File: config.mk
export PLATFORM = sky130hd
export DESIGN_NAME = uart_frame_responder
export DESIGN_NICKNAME = d
export VERILOG_FILES = /design/src/rtl/uart_frame_responder.sv
export SDC_FILE = /design/constraint.sdc
export NUM_CORES = 1
export LEC_CHECK = 0
export CORE_AREA = 2 2 84 86
export CTS_CLUSTER_DIAMETER = 150
export DETAILED_ROUTE_END_ITERATION = 8
export DIE_AREA = 0 0 86 88
export PLACE_DENSITY = 0.77
export SLEW_MARGIN = 20
export SYNTH_ARGS = -nofsm -noshare
export SYNTH_HDL_FRONTEND = slang
export SYNTH_SLANG_ARGS = --single-unit
File: constraint.sdc
create_clock -name clk_100MHz -period 5 [get_ports clk_100MHz]
set_clock_uncertainty 0.05 [all_clocks]
set_input_delay 1 -clock clk_100MHz [delete_from_list [all_inputs] [get_ports clk_100MHz]]
set_output_delay 1 -clock clk_100MHz [all_outputs]
set_load 0.02 [all_outputs]
File: src/rtl/uart_frame_responder.sv
// uart_frame_responder
// Parses 4-byte command frames (header, command, argument, checksum) from the
// UART receive strobe interface, publishes accepted commands and queues a
// one-byte ACK/NAK reply to the UART transmit path.
// Optional feature macro: FRAME_CHECKSUM_EN. When it is defined the checksum
// byte is verified; otherwise every complete frame is accepted and Err_Cnt
// counts inter-byte timeouts only.
module uart_frame_responder #(
  parameter int unsigned TIMEOUT_CYCLES = 1_000_000,
  parameter logic [7:0]  HEADER         = 8'hA5,
  parameter logic [7:0]  ACK_OK         = 8'h5A,
  parameter logic [7:0]  ACK_ERR        = 8'hEE
) (
  input  logic       clk_100MHz,
  input  logic       Rst,
  input  logic       Rx_Valid,
  input  logic [7:0] Rx_Byte,
  input  logic       Tx_Busy,
  output logic       Cmd_Valid,
  output logic [7:0] Cmd,
  output logic [7:0] Arg,
  output logic       Tx_Start,
  output logic [7:0] Tx_Byte,
  output logic [7:0] Err_Cnt
);

  typedef enum logic [2:0] {
    WAIT_HDR,
    GET_CMD,
    GET_ARG,
    GET_SUM,
    CHECK,
    RESP_WAIT
  } state_t;

  // Last idle count before a partial frame is abandoned.
  localparam logic [23:0] TIMEOUT_LAST = 24'(TIMEOUT_CYCLES - 1);

  state_t      state;
  logic [23:0] timer;
  logic [7:0]  cmd_q;
  logic [7:0]  arg_q;
  logic [7:0]  reply_q;
  logic        sum_ok;

`ifdef FRAME_CHECKSUM_EN
  logic [7:0]  sum_q;

  // Frame passes when the 8-bit wrapped sum of command and argument matches.
  always_comb begin
    sum_ok = ((cmd_q + arg_q) == sum_q);
  end
`else
  // Checksum byte is consumed but never compared, so every frame passes.
  always_comb begin
    sum_ok = 1'b1;
  end
`endif

  // Error counter that sticks at 255 instead of wrapping.
  function automatic logic [7:0] sat_inc(input logic [7:0] value);
    return (value == 8'hFF) ? value : value + 8'd1;
  endfunction

  // Frame parser, inter-byte timeout, checksum decision and reply handshake.
  // NOTE: every register here is assigned with <= so all reads in this block
  // see the pre-edge values regardless of statement order.
  always_ff @(posedge clk_100MHz or negedge Rst) begin
    if (!Rst) begin
      state     <= WAIT_HDR;
      timer     <= '0;
      cmd_q     <= '0;
      arg_q     <= '0;
      reply_q   <= '0;
`ifdef FRAME_CHECKSUM_EN
      sum_q     <= '0;
`endif
      Cmd_Valid <= 1'b0;
      Cmd       <= '0;
      Arg       <= '0;
      Tx_Start  <= 1'b0;
      Tx_Byte   <= '0;
      Err_Cnt   <= '0;
    end else begin
      // Strobes default low so each assertion lasts exactly one cycle.
      Cmd_Valid <= 1'b0;
      Tx_Start  <= 1'b0;

      case (state)
        WAIT_HDR: begin
          if (Rx_Valid && (Rx_Byte == HEADER)) begin
            state <= GET_CMD;
            timer <= '0;
          end
        end

        GET_CMD, GET_ARG, GET_SUM: begin
          if (Rx_Valid) begin
            // A received byte always beats a timeout in the same cycle.
            timer <= '0;
            case (state)
              GET_CMD: begin
                cmd_q <= Rx_Byte;
                state <= GET_ARG;
              end
              GET_ARG: begin
                arg_q <= Rx_Byte;
                state <= GET_SUM;
              end
              default: begin
`ifdef FRAME_CHECKSUM_EN
                sum_q <= Rx_Byte;
`endif
                state <= CHECK;
              end
            endcase
          end else if (timer == TIMEOUT_LAST) begin
            state   <= WAIT_HDR;
            Err_Cnt <= sat_inc(Err_Cnt);
          end else begin
            timer <= timer + 24'd1;
          end
        end

        CHECK: begin
          if (sum_ok) begin
            Cmd       <= cmd_q;
            Arg       <= arg_q;
            Cmd_Valid <= 1'b1;
            reply_q   <= ACK_OK;
          end else begin
            Err_Cnt   <= sat_inc(Err_Cnt);
            reply_q   <= ACK_ERR;
          end
          state <= RESP_WAIT;
        end

        RESP_WAIT: begin
          // Holds indefinitely until the transmitter can take the reply.
          if (!Tx_Busy) begin
            Tx_Byte  <= reply_q;
            Tx_Start <= 1'b1;
            state    <= WAIT_HDR;
          end
        end

        default: state <= WAIT_HDR;
      endcase
    end
  end

endmodule

==> results.md <==
* Status: completed
* Req. time, crit path at between 5 and 6 ns
* Mapped cell area at approximately 3500 um^2
* Vias at approximately 2600
* # DRC at 0
* Placer Congestion at between 0.8 and 0.9
* Largest net degree at the start of global routing at 37
* Final setup violating endpoints at 0
* Max-slew headroom at 40.8%
* P_leak at ~0.0017 uW
* Initial Utilization at 53.1%
* Final slew viol count at 0
* Most common cell in the netlist: dfrtp_1
* WP data arrival at around 3.2 ns
* Worst r2r src: state[0]
* Power share of the combinational group at between 30% and 40%
* Die area at approximately 7600 um^2
* Sink Count at 71
* Crit path largest cell delay at about 0.75 ns
* CP endpoint kind: flop
* Crit path max fanout at 24
* Core Region at about 6600 um^2
* Global-route usage over all layers at between 20% and 30%
* Post-DP Area at approximately 4000 um^2
* NumNets Final at 366
* Fmax at about 330 MHz
* WL per Instance at 17.2 um
* Post-synth EDFFs at 0
* DIE HEIGHT at between 80 and 90 um
* Max cap viols at 0
* Cell row count at 30
* Io pins at between 40 and 50
* Seq/Total Area, Yosys at between 50 and 60%
* Worst hold path endpoint: reply_q[1]
* Via density at 6.01
* Synth unique cells at between 50 and 60
* Yosys top cell by area: dfrtp_1
* Hold_sp: reply_q[1]
* R2r endpoint: Err_Cnt[1]
* Flop2flop setup slack at 2.59 ns
* CTS tree: done
* Grt total ovfl at 0
* Final WL at between 7000 and 8000 um
* CTS Buffer Depth at 2
* Setup total negative slack at 0 ns
* TritonCTS buffer count at 9
* Hold Path Stages at 1
* CTS clock-pin slew for the worst setup and hold paths at ~0.090 ns
* Switching power total at 745 uW
* Synth area leaders: dfrtp_1, mux2_2, o21ai_0, nand2_1, nand4_1
* Most common library cells after synthesis: dfrtp_1, mux2_2, nand2_1, o21ai_0
* DRT iter0 DRCs at 133
* Post-CTS setup buffer count at 0
* Fraction of layout cells with a size suffix above 1 at between 20% and 30%
* PD cells at 512 nW/um^2
* Htree depth at 3
* Cts repair resizes at 0
* Reg power frac at 40.4%
* Vias in the first global route at about 2600
* RSZ-0062 raised after global routing: no
* FF+latch count, synth at 71
* Final period util at around three fifths
* Hold-fix buffers, CTS at 0
* Layout area overhead at 18.1%
* Internal at about 1400 uW
* # diodes at 0
* Setup CP Type: input port to flop
* Min cycle time layout at between 3 and 4 ns
* Port-buffer cells at 41
* Critical path startpoint category: input port
* Ys Warns at 0
* Top delay family on crit path: simple AND/OR/NAND/NOR gates
* CTS root buf: clkbuf_8
* Worst hold path type: flop to flop
* Post-Syn Instances at approximately 320
* Die width at 86 um
* Post-synth top flop: dfrtp_1
* Worst-Margin Slew at 0.883 ns
* Syn Area/Cell at roughly 11 um^2
* First-pass GRT wire length at about 12000 um
* Clk_lat worst skew at between 0.3 and 0.4 ns
* Final hold vios at 0
* Total buffers and inverters traversed by the critical path at 1
* Initial antenna violation count at 0
* Final ANT Viol Nets at 0
* Peak supply drop at around 0.00034 V
* Clock group share of total power at between 20% and 30%
* CP cell instances: clkdlybuf4s50_1, or3_1, nor4_4, mux2_2
* Post-synth top area share at around half
* Final instance area at about 4200 um^2
* Async set-reset flop share out of synthesis at 100%
* Slowest-stage cell, CP: or3_1
* Detailed Routing Iterations Pass 1 at 4
* FF-to-FF path depth at 4
* Switching share of power at 34.9%
* Post-detail-place hpwl at between 5000 and 6000 um
## metal layers
| layer | vias up | part of all wire, % | GRT usage [%] |
|---|---|---|---|
| met5 | - | 0 | 0 |
| met4 | 0 | 1.3 | 5.05 |
| met3 | 10 | 4.6 | 6.50 |
| met2 | 48 | 51 | 35.7 |
| met1 | 1338 | 43 | 26.0 |
| li1 | 1230 | - | - |
## logic make-up (layout without fill, tap and decap cells)
| kind of cell | Yosys count | in the layout | synth area share (%) |
|---|---|---|---|
| buffers and inverters | 28 | 67 | 4.58 |
| multiplexers | 37 | 37 | 11.8 |
| AO/OA/AOI/OAI | 62 | 62 | 10.9 |
| adder cells (fa/ha/maj) | 2 | 2 | 0.710 |
| AND/OR/NAND/NOR | 109 | 109 | 20.3 |
| other | 1 | 4 | 0.106 |
| XOR/XNOR | 5 | 5 | 1.24 |
| flip-flops | 71 | 71 | 50.4 |
## registers in the layout, summed over array words and instances, names as in the netlist
signal / cells
arg_q: 8
Cmd_Valid: 1
Tx_Byte: 1
Err_Cnt: 8
cmd_q: 8
Arg: 8
reply_q: 1
state: 3
Tx_Start: 1
Cmd: 8
timer: 24
## power groups by stage
stage	registers (uW)	logic [uW]	clock network [uW]
5_1_grt	885	818	544
6_report	861	754	519
3_3_place_gp	861	739	0
4_1_cts	861	761	522
3_5_place_dp	870	759	0
2_1_floorplan	916	441	0
## worst reg2reg max path: stages, from the launching register on
cell	delay, ns
dfrtp_1	0.51
nor2_2	0.11
or3_1	0.68
nor4_4	0.57
mux2_2	0.39
## placed cells by master (no fill, tap or decap), types with 4 or more instances in the layout
| cell | count |
|---|---|
| dfrtp_1 | 71 |
| clkbuf_8 | 9 |
| nand3_1 | 13 |
| conb_1 | 4 |
| o211ai_1 | 5 |
| nand2b_1 | 5 |
| mux2_2 | 35 |
| inv_1 | 7 |
| nor2_1 | 13 |
| xnor2_1 | 4 |
| nand2_1 | 24 |
| or3_1 | 4 |
| a31oi_1 | 8 |
| clkdlybuf4s50_1 | 40 |
| a21oi_1 | 11 |
| o21ai_0 | 22 |
| nor3_1 | 5 |
| nand4_1 | 11 |
## cell type report
class,count,area [um^2]
timing repair buffer,44,428
fill,557,2480
clock buffer,10,128
tap,80,100
clock inverter,6,93.8
multi-input combinational,219,1610
inverter,7,26.3
sequential,71,1780
## how the worst max path moves through the flow
stage	start	endpoint	slack, ns	depth (start not counted)
after global placement	Rx_Valid	Err_Cnt[1]	1.62	4
after floorplan	Rx_Valid	Err_Cnt[1]	2.60	4
final	Rx_Valid	Err_Cnt[1]	1.96	4
after global routing	Rx_Valid	Err_Cnt[1]	1.82	4
after detailed placement	Rx_Valid	Err_Cnt[1]	1.57	4
after CTS	Rx_Valid	Err_Cnt[1]	1.96	4
## metrics by stage
step	setup WS (ns)	cells	util (%)	power [uW]	hold slack [ns]
floorplan	2.60	318	-	1360	0.383
finish	1.96	437	62.7	2130	0.428
global placement	1.62	421	59.2	1600	0.398
global route	1.82	437	62.7	2250	0.447
CTS	1.96	437	62.6	2140	0.427
detailed placement	1.57	421	59.2	1630	0.408
Note: power is estimated with default switching activity, not from simulation.
